$ cat config.mk
export PLATFORM = sky130hd
export DESIGN_NAME = companion_stat_driver
export DESIGN_NICKNAME = d
export VERILOG_FILES = /design/src/rtl/companion_stat_driver.sv
export SDC_FILE = /design/constraint.sdc
export NUM_CORES = 1
export LEC_CHECK = 0
export ABC_AREA = 1
export BUFFER_PORTS_ARGS = -buffer_cell sky130_fd_sc_hd__buf_2
export CORE_UTILIZATION = 50
export CTS_BUF_LIST = sky130_fd_sc_hd__clkbuf_4
export DETAILED_ROUTE_END_ITERATION = 6
export HOLD_SLACK_MARGIN = 0.1
export PLACE_DENSITY = 0.71
export REMOVE_ABC_BUFFERS = 1
export SYNTH_ARGS = -nofsm -noshare
export SYNTH_HDL_FRONTEND = slang
export SYNTH_SLANG_ARGS = --single-unit
$ cat constraint.sdc
create_clock -name clk -period 2.4 [get_ports clk]
set_clock_uncertainty 0.1 [all_clocks]
set_input_delay 0.48 -clock clk [delete_from_list [all_inputs] [get_ports clk]]
set_output_delay 0.48 -clock clk [all_outputs]
set_load 0.02 [all_outputs]
$ cat src/rtl/companion_stat_driver.sv
// companion_stat_driver
//
// Control-side partner of the companion stat register. Produces the periodic
// decay pulse (tick) and the user refresh pulse (refresh) for one stat,
// debounces the user button, enforces a cooldown between refreshes and flags
// a low stat value.
//
// Refresh is only issued while the prescaler sits in [0, TICK_PERIOD-4], so
// the stat register's derived clock (tick OR refresh delayed by one cycle)
// always sees two separate rising edges.
//
// Optional feature macro: COMPANION_DRIVER_REQ_LATCH_EN
//   defined   : a button request arriving during COOLDOWN is remembered in a
//               one-deep latch and served right after the cooldown ends.
//   undefined : a request during COOLDOWN is dropped.
//
// Ports:
//   clk       in   system clock
//   rst       in   synchronous active-high reset
//   btn       in   raw asynchronous button, active-high
//   value     in   [31:0] current stat value
//   tick      out  one-cycle decay pulse (cnt == TICK_PERIOD-1)
//   refresh   out  one-cycle refresh pulse (FSM in REFRESH)
//   cooldown  out  high while the FSM is in COOLDOWN
//   alert     out  registered (value < LOW_THRESHOLD)
//   fsm_state out  [1:0] debug view of the FSM state
//                  (0 IDLE, 1 PENDING, 2 REFRESH, 3 COOLDOWN)

module companion_stat_driver #(
  parameter int TICK_PERIOD     = 50_000_000,
  parameter int DEBOUNCE_CYCLES = 16,
  parameter int COOLDOWN_TICKS  = 3,
  parameter int LOW_THRESHOLD   = 3
) (
  input  logic        clk,
  input  logic        rst,
  input  logic        btn,
  input  logic [31:0] value,
  output logic        tick,
  output logic        refresh,
  output logic        cooldown,
  output logic        alert,
  output logic [1:0]  fsm_state
);

  typedef enum logic [1:0] {
    IDLE     = 2'd0,
    PENDING  = 2'd1,
    REFRESH  = 2'd2,
    COOLDOWN = 2'd3
  } state_t;

  localparam logic [31:0] TP_LAST  = 32'(TICK_PERIOD - 1);
  // Last prescaler value at which refresh may be high.
  localparam logic [31:0] WIN_LAST = 32'(TICK_PERIOD - 4);

  localparam int DBW = (DEBOUNCE_CYCLES > 1) ? $clog2(DEBOUNCE_CYCLES) : 1;
  localparam logic [DBW-1:0] DB_LAST = DBW'(DEBOUNCE_CYCLES - 1);

  localparam int CTW = (COOLDOWN_TICKS > 1) ? $clog2(COOLDOWN_TICKS) : 1;
  localparam logic [CTW-1:0] CT_LAST =
    CTW'((COOLDOWN_TICKS > 0) ? (COOLDOWN_TICKS - 1) : 0);

  // Prescaler
  logic [31:0] cnt;
  logic [31:0] cnt_next;

  assign cnt_next = (cnt == TP_LAST) ? 32'd0 : cnt + 32'd1;
  assign tick     = (cnt == TP_LAST);

  always_ff @(posedge clk) begin
    if (rst) begin
      cnt <= 32'd0;
    end else begin
      cnt <= cnt_next;
    end
  end

  // Two-flop synchronizer
  logic sync1;
  logic btn_s;

  always_ff @(posedge clk) begin
    if (rst) begin
      sync1 <= 1'b0;
      btn_s <= 1'b0;
    end else begin
      sync1 <= btn;
      btn_s <= sync1;
    end
  end

  // Debouncer: lvl flips after DEBOUNCE_CYCLES consecutive disagreeing
  // samples. The flip happens on the edge that completes the run, so the
  // counter only needs to reach DEBOUNCE_CYCLES-1.
  logic [DBW-1:0] db_cnt;
  logic           lvl;
  logic           lvl_q;
  logic           req;

  always_ff @(posedge clk) begin
    if (rst) begin
      db_cnt <= '0;
      lvl    <= 1'b0;
      lvl_q  <= 1'b0;
    end else begin
      lvl_q <= lvl;
      if (btn_s != lvl) begin
        if (db_cnt == DB_LAST) begin
          lvl    <= ~lvl;
          db_cnt <= '0;
        end else begin
          db_cnt <= db_cnt + DBW'(1);
        end
      end else begin
        db_cnt <= '0;
      end
    end
  end

  // Press only; the release edge of lvl is not a request.
  assign req = lvl & ~lvl_q;

  // FSM
  state_t         state_q;
  state_t         state_next;
  logic [CTW-1:0] tcnt;

`ifdef COMPANION_DRIVER_REQ_LATCH_EN
  logic req_latch;
  logic latch_hit;

  // A request in the very cycle the cooldown ends is served too.
  assign latch_hit = req_latch | req;

  always_ff @(posedge clk) begin
    if (rst) begin
      req_latch <= 1'b0;
    end else if (state_q == COOLDOWN && state_next != COOLDOWN) begin
      req_latch <= 1'b0;
    end else if (state_q == COOLDOWN && req) begin
      req_latch <= 1'b1;
    end
  end
`endif

  always_ff @(posedge clk) begin
    if (rst) begin
      state_q <= IDLE;
    end else begin
      state_q <= state_next;
    end
  end

  // Cooldown tick counter, cleared on the refresh cycle.
  always_ff @(posedge clk) begin
    if (rst) begin
      tcnt <= '0;
    end else if (state_q == REFRESH) begin
      tcnt <= '0;
    end else if (state_q == COOLDOWN && tick) begin
      tcnt <= tcnt + CTW'(1);
    end
  end

  always_comb begin
    state_next = state_q;
    case (state_q)
      IDLE: begin
        if (req) begin
          state_next = PENDING;
        end
      end
      PENDING: begin
        // Enter REFRESH only if the refresh cycle lands inside the window.
        if (cnt_next <= WIN_LAST) begin
          state_next = REFRESH;
        end
      end
      REFRESH: begin
        if (COOLDOWN_TICKS == 0) begin
          state_next = IDLE;
        end else begin
          state_next = COOLDOWN;
        end
      end
      COOLDOWN: begin
        if (tick && tcnt == CT_LAST) begin
`ifdef COMPANION_DRIVER_REQ_LATCH_EN
          state_next = latch_hit ? PENDING : IDLE;
`else
          state_next = IDLE;
`endif
        end
      end
      default: state_next = IDLE;
    endcase
  end

  assign refresh   = (state_q == REFRESH);
  assign cooldown  = (state_q == COOLDOWN);
  assign fsm_state = state_q;

  // Low-stat alert
  always_ff @(posedge clk) begin
    if (rst) begin
      alert <= 1'b0;
    end else begin
      alert <= (value < 32'(LOW_THRESHOLD));
    end
  end

endmodule

==> results by group, run 1 <==
Global routing
  – Tot GR Track Use: 0.262
  – Initial antenna violation count: 0
  – Global-route track usage on met1: 0.346
  – Via count of the first global-routing pass: between 2,000 and 3,000
  – Global routing met3 resource utilization: 0.0541
  – Wire length of the first global-routing pass: roughly 13,000 µm
  – Busiest layer in global routing: met2
  – Pin count of the biggest net entering global routing: 30
  – GR Util met2: 0.419
  – Global route total overflow: 0

Clock tree
  – TritonCTS clock tree: yes
  – Clk pin slew, worst setup/hold paths: approximately 0.13 ns
  – Depth of the CTS H-tree: 2
  – Buffer cell driving the clock tree root: clkbuf_4
  – Total number of clock tree sinks: 45
  – Num CTS Buffers: 5
  – Clock insertion delay at the later pin of the skew report: about 0.37 ns
  – Worst-case clock buffer depth: 2

Setup path
  – Category of the worst setup path launch point: register
  – Worst setup path category: register to register
  – Worst setup EP type: register
  – Termination of the worst setup path: fsm_state[0]
  – Required time of the worst setup path: between 2 and 3 ns
  – Biggest fanout along the worst timing path: 6
  – Reg2Reg Launch Point: cnt[1]
  – Arrival time of data at the critical path endpoint: ~2.5 ns
  – Critical R2R Capture: fsm_state[0]
  – Crit path from: cnt[1]
  – Reg2reg setup slack: roughly 0.05 ns
  – FF-to-FF path depth: 18

Layout
  – Final Non-Filler Cells: 608
  – Ratio of cells with drive above 1 in the final layout: 0.267
  – Commonest non-fill, non-tap cell in the layout: nand2_1
  – Filler cell count in the final layout: just under 500
  – Area taken by flip-flops and latches: 933 µm²
  – Total area of multi-input combinational cells: 1910 µm²
  – Top library cells by usage in the layout, fill and taps aside: nand2_1, nor2_1, inv_1
  – Antenna cells: 0
  – Post-layout nets: a little under 600
  – Signed area change from the synthesized netlist to the final layout: 24.5%

Logic synthesis
  – Warnings, synthesis: 0
  – Fraction of synthesis flops using an asynchronous set or reset pin: 0
  – Number of flops mapped to enable cells by yosys: 0
  – Sequential-to-total area share from yosys stat: 0.314
  – Post-synthesis cell area: around 2900 µm²
  – Distinct cell type count after synthesis: 29
  – Mean post-synth cell area: about 6 µm²
  – #FFs+latches synth: between 40 and 50
  – Leading cell types by total area after synthesis: dfxtp_1, nand2_1, nor2_1, inv_1, nand3_1
  – Post-synthesis cell count: between 400 and 500
  – Share of Yosys cell area claimed by the top area cell type: 0.314
  – Commonest register cell after synthesis: dfxtp_1
  – Largest area contributor in the netlist: dfxtp_1

Power and ir drop
  – Power density over the cells: approximately 370 nW/µm²
  – Share of power burned in the clock network: 0.365
  – Fraction of power spent switching nets: 0.225
  – Worst IR drop on VDD: approximately 250 µV
  – Cell internal pwr: approximately 0.001 W
  – Relative contribution of combinational cells to total power: 0.059
  – Pleak: around 1.5 nW
  – Net switching power: ~0.00030 W
  – Sequential share of power: 0.576

Worst hold path
  – Min-Delay Path Class: primary input to register

Timing
  – Max_slew headroom: 0.688
  – Number of hold violations in the final report: 0
  – Final-layout worst hold slack: 0.196 ns
  – Final worst path period need: ~2.3 ns
  – Transition time at the pin with the least slew margin: between 0.4 and 0.5 ns
  – Final Slew Violations: 0
  – Achievable Freq: approximately 430 MHz
  – Count of final setup violators: 0
  – Final worst-path cycle share: 0.979
  – RSZ-0062 raised after global routing: yes

Drt
  – Initial detailed-routing violation count: between 200 and 250
  – Iteration count of the initial detailed-routing pass: 5
  – Detailed-route vias per instance: between 5 and 6
  – Via total after detailed routing: ~3,100
  – Drc violations: 0
  – Total wire length: ~7800 µm
  – Routed length per placed instance: roughly 13 µm
  – Remaining number of nets flagged by the antenna check after routing: 0

Floorplanning
  – Die Footprint: around 6000 µm²
  – Die Wd: around 78 µm
  – Starting density of the core: 0.520
  – Number of primary I/O pins: 41
  – Number of rows in the core area: 27
  – Area of the core: ~5500 µm²
  – Die boundary height: 77.7 µm

Placed design
  – Placed Instances: 593
  – Final GP Congestion: 0.915
  – Port bufs: 40
  – HPWL after detailed placement: around 5900 µm

Status
  – Run status: complete, no violations

Run
  – Max-Cap Viols: 0
## critical path, stage by stage, from the launching register on
cell	delay, ns
dfxtp_2	0.39
ha_4	0.15
nand2_4	0.08
nor2_4	0.20
nand2_2	0.11
nor2_4	0.17
nand2_1	0.07
nand2_1	0.08
nand3_2	0.09
nor2_4	0.14
nand2_2	0.09
nor2_4	0.13
nand2_2	0.05
nor2_2	0.07
nor2_1	0.05
nand2_2	0.11
nand3_2	0.06
nand2_1	0.08
nor2_1	0.04
## routing by layer
layer  routed length (µm)  vias up
li1                     -     1611
met1                 3680     1404
met2                 3520       90
met3                  383       26
met4                  251        0
met5                    0        -
## final cells by class
class	count	share of cell area
sequential	45	0.262
multi-input combinational	366	0.535
inverter	62	0.0660
clock buffer	6	0.0126
clock inverter	2	0.00947
tap	72	0.0253
timing repair buffer	55	0.0895
## power by group through the flow
stage	clock network (W)	registers, W	logic, W
CTS	0.000491	0.000758	0.0000666
global placement	0	0.000774	0.0000659
finish	0.000481	0.000758	0.0000778
global route	0.000519	0.000760	0.0000850
floorplan	0	0.000774	0.0000225
detailed placement	0	0.000774	0.0000664
## state kept, by name, indices dropped and copies added, names as in the netlist
name       count
db_cnt         4
sync1          1
lvl_q          1
tcnt           2
cnt           32
btn_s          1
fsm_state      2
alert          1
lvl            1
## logic make-up after synthesis
family,synth area share
buffers and inverters,0.0852
AO/OA/AOI/OAI,0.0450
flip-flops,0.314
XOR/XNOR,0.0214
adder cells (fa/ha/maj),0.0349
AND/OR/NAND/NOR,0.499
## worst min-delay path by stage
| stage | end | start | slack, ns | cells after the start |
|---|---|---|---|---|
| 6_report | alert | value[1] | 0.20 | 2 |
| 5_1_grt | sync1 | btn | 0.21 | 3 |
| 4_1_cts | alert | value[1] | 0.19 | 2 |
| 3_5_place_dp | btn_s | sync1 | 0.30 | 2 |
| 3_3_place_gp | btn_s | sync1 | 0.30 | 2 |
| 2_1_floorplan | btn_s | sync1 | 0.29 | 2 |
## timing repair
item / in CTS / in global routing
gates cloned: 0 / 0
pin swaps: 0 / 28
hold buffers: 0 / 0
gates resized for setup: 7 / 72
setup buffers: 0 / 7
setup endpoints to repair: 3 / 3
## metrics by stage
| stage | setup slack [ns] | setup TNS, ns | utilization | cell area (µm²) | total power [W] |
|---|---|---|---|---|---|
| floorplan | 0.319 | 0 | - | 2850 | 0.000796 |
| global placement | 0.0462 | 0 | 0.582 | 3200 | 0.000839 |
| detailed placement | 0.00172 | 0 | 0.582 | 3200 | 0.000840 |
| CTS | 0.0199 | 0 | 0.600 | 3310 | 0.00132 |
| global route | -0.115 | -0.225 | 0.648 | 3570 | 0.00136 |
| finish | 0.0501 | 0 | 0.648 | 3570 | 0.00132 |
## synthesized netlist by cell type (6+ instances only)
cell / instances
nor3_1: 10
ha_1: 8
nand3_1: 37
nand4_1: 6
nor4_1: 8
dfxtp_1: 45
nand2_2: 7
inv_1: 58
a21oi_1: 12
nand2_1: 131
nor2_1: 112
nor2_4: 6
Note: power is estimated with default switching activity, not from simulation.
==> run 2, diff against run 1 <==
- PLACE_DENSITY: 0.71 -> unset
- PLACE_DENSITY_LB_ADDON: unset -> 0.2
==> results by group, run 2 (synthesis gave the netlist of run 1 again) <==
Status
  – Run status: complete, no violations

Timing
  – Final-layout worst hold slack: 0.198 ns (+0.00126 ns)
  – Number of hold violations in the final report: 0 (unchanged)
  – Max_slew headroom: 0.690 (+0.00215)
  – Final worst-path cycle share: 0.980 (about the same)
  – Achievable Freq: 425 MHz (about the same)
  – Fin Setup TNS: 0 ns (unchanged)
  – Final worst path period need: 2.35 ns (+0.00122 ns)
  – Final Slew Violations: 0 (unchanged)
  – RSZ-0062 raised after global routing: yes
  – Count of final setup violators: 0 (unchanged)
  – Transition time at the pin with the least slew margin: 0.453 ns (-0.0150 ns)

Placed design
  – Port bufs: 40 (unchanged)
  – HPWL after detailed placement: 6170 µm (+4.1%)
  – Placed Instances: 591 (-0.34%)
  – Final GP Congestion: 0.972 (+6.3%)

Worst hold path
  – Min-Delay Path Class: primary input to register

Power and ir drop
  – Pleak: 1.43 nW (-4.3%)
  – Worst IR drop on VDD: 377 µV (+52%)
  – Power density over the cells: 356 nW/µm² (-3.5%)
  – Total power after layout: 0.00123 W (-6.7%)

Clock tree
  – Total number of clock tree sinks: 45 (unchanged)
  – Num CTS Buffers: 5 (unchanged)
  – Depth of the CTS H-tree: 2 (unchanged)
  – TritonCTS clock tree: yes
  – Worst-case clock buffer depth: 2 (unchanged)
  – Buffer cell driving the clock tree root: clkbuf_4
  – Clk pin slew, worst setup/hold paths: 0.15 ns (+0.02 ns)
  – Clock insertion delay at the later pin of the skew report: 0.37 ns (about the same)

Setup path
  – Required time of the worst setup path: 2.59 ns (+0.02 ns)
  – Worst setup path category: register to register
  – Biggest fanout along the worst timing path: 6 (unchanged)
  – Category of the worst setup path launch point: register
  – Worst setup EP type: register
  – Arrival time of data at the critical path endpoint: 2.54 ns (+0.02 ns)

Layout
  – Number of flip-flops under the largest register name: 32 (unchanged)
  – Signed area change from the synthesized netlist to the final layout: 20.3%
  – Top flop regs: cnt x32, db_cnt x4
  – Post-layout nets: 576 (-0.35%)
  – Most flops, register: cnt
  – Final Non-Filler Cells: 606 (-0.33%)
  – Ratio of cells with drive above 1 in the final layout: 0.236 (-0.0308)
  – Antenna cells: 0 (unchanged)
  – Filler cell count in the final layout: 545 (+10%)
  – Top library cells by usage in the layout, fill and taps aside: nand2_1, nor2_1, inv_1
  – Commonest non-fill, non-tap cell in the layout: nand2_1
  – Core utilization of the finished layout: 0.626 (-0.0214)

Global routing
  – Via count of the first global-routing pass: 2,877 (+2.0%)
  – Pin count of the biggest net entering global routing: 30 (unchanged)
  – Tot GR Track Use: 0.270 (+0.00786)
  – Wire length of the first global-routing pass: 12,700 µm (+1.3%)
  – Global route total overflow: 0 (unchanged)
  – Initial antenna violation count: 0 (unchanged)

Floorplanning
  – Die Footprint: 6040 µm² (unchanged)
  – Number of primary I/O pins: 41 (unchanged)
  – Starting density of the core: 0.520 (unchanged)
  – Die boundary height: 77.7 µm (unchanged)
  – Area of the core: 5510 µm² (unchanged)
  – Die Wd: 77.7 µm (unchanged)
  – Number of rows in the core area: 27 (unchanged)

Drt
  – Via total after detailed routing: 3,187 (+1.8%)
  – Routed length per placed instance: 13.4 µm (+3.6%)
  – Iteration count of the initial detailed-routing pass: 6 (+1)
  – Initial detailed-routing violation count: 339 (+61%)
  – Remaining number of nets flagged by the antenna check after routing: 0 (unchanged)
  – Total wire length: 8100 µm (+3.2%)
  – Detailed-route vias per instance: 5.26 (+2.1%)
  – Drc violations: 0 (unchanged)

Run
  – Max-Cap Viols: 0 (unchanged)
[run 2: routing by layer]
metal	vias up	part of all wire	wire length [µm]	track usage
met4	0	0.027	216	0.0830
met2	126	0.47	3820	0.467
li1	1607	-	-	-
met1	1432	0.44	3570	0.345
met5	-	0	0	0
met3	22	0.061	492	0.0353
[run 2: timing repair]
| action | 4_1_cts | 5_1_grt |
|---|---|---|
| resized for setup | 4 | 48 |
| endpoints found under the setup margin | 2 | 3 |
| buffers inserted | 1 | 6 |
| pin swaps | 2 | 15 |
| endpoints found under the hold margin | 0 | 0 |
| hold buffers | 0 | 0 |
| cloned | 0 | 0 |
[run 2: final timing paths]
kind / cells past startpoint / slack, ns / start / to
hold / removal: 3 / 0.20 / btn / sync1
hold reg to reg: 2 / 0.32 / sync1 / btn_s
setup reg to reg: 18 / 0.05 / cnt[1] / fsm_state[0]
setup / recovery: 18 / 0.05 / cnt[1] / fsm_state[0]
[run 2: per-stage QoR]
| step | setup slack (ns) | area, µm² |
|---|---|---|
| final | 0.0489 | 3450 |
| after global routing | -0.0844 | 3450 |
| after CTS | 0.00116 | 3270 |
| after detailed placement | 0.0134 | 3190 |
| after global placement | 0.0407 | 3190 |
| after floorplan | 0.319 | 2850 |
[run 2: cell type report]
type	count	area, µm²	share of cell area
flip-flops and latches	45	923	0.268
clock buffers	5	37.5	0.0109
inverters	62	233	0.0675
well taps	72	90.1	0.0261
multi-input cells	366	1840	0.534
repair buffers	53	300	0.0871
clock inverters	3	21.3	0.00617
[run 2: power breakdown]
group / leakage, nW / total, W / internal (W) / switching [W]
registers: 0.371 / 0.000760 / 0.000754 / 0.00000640
logic: 1.03 / 0.0000723 / 0.0000359 / 0.0000364
clock network: 0.0332 / 0.000396 / 0.000117 / 0.000279
total: 1.43 / 0.00123 / 0.000907 / 0.000322
[run 2: worst max-delay path: stages (launching register included)]
cell     delay [ns]
dfxtp_4        0.40
ha_4           0.15
nand2_4        0.07
nor2_4         0.20
nand2_2        0.15
inv_1          0.10
nand3_1        0.09
nand2_2        0.11
inv_1          0.04
nor2_1         0.13
nand2_1        0.08
nor2_2         0.15
nand2_1        0.08
nor2_2         0.07
nor2_1         0.05
nand2_2        0.12
nand3_2        0.07
nand2_1        0.08
nor2_1         0.04
==> run 3, diff against run 2 <==
- ABC_AREA: 1 -> unset
==> results by group, run 3 <==
Status
  – Run status: finished, violations left
  – Violations in the final reports: setup timing

Floorplanning
  – Number of rows in the core area: 25 (-7.4%)
  – Die Footprint: 5500 µm² (-8.9%)
  – Die boundary height: 74.2 µm (-4.6%)
  – Area of the core: 4880 µm² (-11%)
  – Number of primary I/O pins: 41 (unchanged)
  – Starting density of the core: 0.534 (+0.0133)
  – Die Wd: 74.2 µm (-4.6%)

Setup path
  – Required time of the worst setup path: 2.59 ns (about the same)
  – Dominant delay contributor by cell family on the critical path: simple AND/OR/NAND/NOR gates
  – Delay of the slowest cell on the worst path: 0.59 ns (+0.19 ns)
  – Critical Path Slowest Stage Cell: or4_4
  – Category of the worst setup path launch point: register
  – Chain of cells forming the critical path: nand4_4 > or4_4 > buf_4 > or4_1 > a31oi_1 > and4bb_1 > a41oi_2 > o21ai_2 > a211oi_2
  – Worst setup path category: register to register
  – Crit path buffers/inverters: 1 (-1)
  – Biggest fanout along the worst timing path: 5 (-1)
  – Worst setup EP type: register
  – Arrival time of data at the critical path endpoint: 3.16 ns (+0.62 ns)

Placed design
  – HPWL after detailed placement: 5710 µm (-7.4%)
  – Final GP Congestion: 0.902 (-7.2%)
  – Port bufs: 40 (unchanged)
  – Worst Setup Slack post-DPL: -0.635 ns (-0.649 ns)
  – Placed Instances: 486 (-18%)

Worst hold path
  – Min-Delay Path Class: primary input to register

Global routing
  – Initial antenna violation count: 0 (unchanged)
  – Pin count of the biggest net entering global routing: 16 (-47%)
  – Via count of the first global-routing pass: 2,607 (-9.4%)
  – Wire length of the first global-routing pass: 12,000 µm (-5.8%)
  – Tot GR Track Use: 0.290 (+0.0204)
  – Global route total overflow: 0 (unchanged)

Logic synthesis
  – Leading cell type by number of instances after synthesis: dfxtp_1
  – Mean post-synth cell area: 8.71 µm² (+45%)
  – Distinct cell type count after synthesis: 58 (+100%)
  – Post-synthesis cell area: 2600 µm² (-9.1%)
  – Largest area contributor in the netlist: dfxtp_1
  – Leading cell types by total area after synthesis: dfxtp_1, xnor2_1, nor2_1, nand3_1, ha_1
  – Sequential-to-total area share from yosys stat: 0.346 (+0.0316)
  – Warnings, synthesis: 0 (unchanged)
  – Leading post-synthesis cells by instance count: dfxtp_1, nor2_1, nand3_1
  – #FFs+latches synth: 45 (unchanged)
  – Post-synthesis cell count: 299 (-37%)
  – Number of flops mapped to enable cells by yosys: 0 (unchanged)
  – Share of Yosys cell area claimed by the top area cell type: 0.346 (+0.0316)
  – Fraction of synthesis flops using an asynchronous set or reset pin: 0 (unchanged)
  – Commonest register cell after synthesis: dfxtp_1

Drt
  – Via total after detailed routing: 2,836 (-11%)
  – Drc violations: 0 (unchanged)
  – Routed length per placed instance: 15.4 µm (+15%)
  – Iteration count of the initial detailed-routing pass: 5 (-1)
  – Remaining number of nets flagged by the antenna check after routing: 0 (unchanged)
  – Initial detailed-routing violation count: 224 (-34%)
  – Detailed-route vias per instance: 5.66 (+7.6%)
  – Total wire length: 7710 µm (-4.8%)

Timing
  – Fin worst setup slack: -0.566 ns (-0.615 ns)
  – Number of hold violations in the final report: 0 (unchanged)
  – Final Slew Violations: 0 (unchanged)
  – Max_slew headroom: 0.640 (-0.0502)
  – Final-layout worst hold slack: 0.190 ns (-0.00806 ns)
  – RSZ-0062 raised after global routing: yes
  – Achievable Freq: 337 MHz (-21%)
  – Final worst path period need: 2.97 ns (+0.615 ns)
  – Count of final setup violators: 3 (+3)
  – Transition time at the pin with the least slew margin: 0.533 ns (+0.0800 ns)
  – Final worst-path cycle share: 1.24 (+0.256)

Clock tree
  – TritonCTS clock tree: yes
  – Total number of clock tree sinks: 45 (unchanged)
  – Buffer cell driving the clock tree root: clkbuf_4
  – Depth of the CTS H-tree: 2 (unchanged)
  – Clk pin slew, worst setup/hold paths: 0.13 ns (-0.02 ns)
  – Hold Buf Count CTS: 0 (unchanged)
  – Clock insertion delay at the later pin of the skew report: 0.37 ns (about the same)
  – Num CTS Buffers: 5 (unchanged)
  – Worst-case clock buffer depth: 2 (unchanged)

Run
  – Max-Cap Viols: 0 (unchanged)

Power and ir drop
  – Sequential share of power: 0.517 (-0.102)
  – Worst IR drop on VDD: 275 µV (-27%)
  – Cell internal pwr: 0.00106 W (+17%)
  – Total power after layout: 0.00153 W (+25%)
  – Share of power burned in the clock network: 0.242 (-0.080)
  – Power density over the cells: 406 nW/µm² (+14%)
  – Pleak: 1.56 nW (+8.5%)
  – Fraction of power spent switching nets: 0.307 (+0.0450)
  – Net switching power: 0.000471 W (+46%)
  – Relative contribution of combinational cells to total power: 0.241 (+0.182)

Layout
  – Antenna cells: 0 (unchanged)
  – Post-layout nets: 476 (-17%)
  – Top library cells by usage in the layout, fill and taps aside: buf_4, nor2_1, buf_2
  – Commonest non-fill, non-tap cell in the layout: buf_4
  – Signed area change from the synthesized netlist to the final layout: 45.3%
  – Ratio of cells with drive above 1 in the final layout: 0.435 (+0.200)
  – Filler cell count in the final layout: 323 (-41%)
  – Core utilization of the finished layout: 0.775 (+0.149)
  – Number of flip-flops under the largest register name: 32 (unchanged)
  – Area taken by flip-flops and latches: 915 µm² (-0.95%)
  – Most flops, register: cnt
  – Top flop regs: cnt x32, db_cnt x4
  – Final Non-Filler Cells: 501 (-17%)
  – Total area of multi-input combinational cells: 1750 µm² (-5.2%)
==> run 3: cell families after synthesis <==
family | synth area share
AOI/OAI and AO/OA | 0.114
DFF | 0.346
adders and majority gates | 0.0384
xor gates and xnor gates | 0.101
muxes | 0.0159
and+or+nand+nor | 0.351
buffers and inverters | 0.0336
==> run 3: repair_timing <==
action | 4_1_cts | 5_1_grt
cloned | 0 | 0
endpoints found under the setup margin | 4 | 10
buffers inserted | 5 | 2
pin swaps | 9 | 6
gates resized for setup | 23 | 18
==> run 3: per-stage QoR <==
stage               TNS (ns)  instance area, µm²
global placement       -1.35                3510
finish                 -1.38                3780
detailed placement     -1.47                3510
global route           -1.70                3780
CTS                    -1.28                3680
floorplan              -3.77                2560
==> run 3: worst paths after layout <==
path | from | to | slack (ns) | cells past startpoint
max reg2reg | cnt[7] | fsm_state[0] | -0.57 | 9
max | cnt[7] | fsm_state[0] | -0.57 | 9
min | value[1] | alert | 0.19 | 2
min reg2reg | db_cnt[0] | db_cnt[0] | 0.36 | 1
==> run 3: layout make-up <==
class,instances,area share
multi-input cells,234,0.462
inverters,12,0.0119
clock inverters,2,0.00265
flip-flops and latches,45,0.242
repair buffers,135,0.248
well taps,67,0.0222
clock buffers,6,0.0119
==> run 3: power groups by stage <==
stage,logic (W),registers [W],clock network [W]
2_1_floorplan,0.000209,0.000824,0
3_3_place_gp,0.000345,0.000805,0
3_5_place_dp,0.000347,0.000808,0
4_1_cts,0.000355,0.000793,0.000377
5_1_grt,0.000407,0.000796,0.000404
6_report,0.000370,0.000793,0.000371
==> run 3: routing by layer <==
metal | wire length [µm] | vias to the layer above | GRT usage
li1 | - | 1367 | -
met1 | 3380 | 1318 | 0.381
met2 | 3680 | 130 | 0.491
met3 | 507 | 21 | 0.0366
met4 | 149 | 0 | 0.0983
met5 | 0 | - | 0
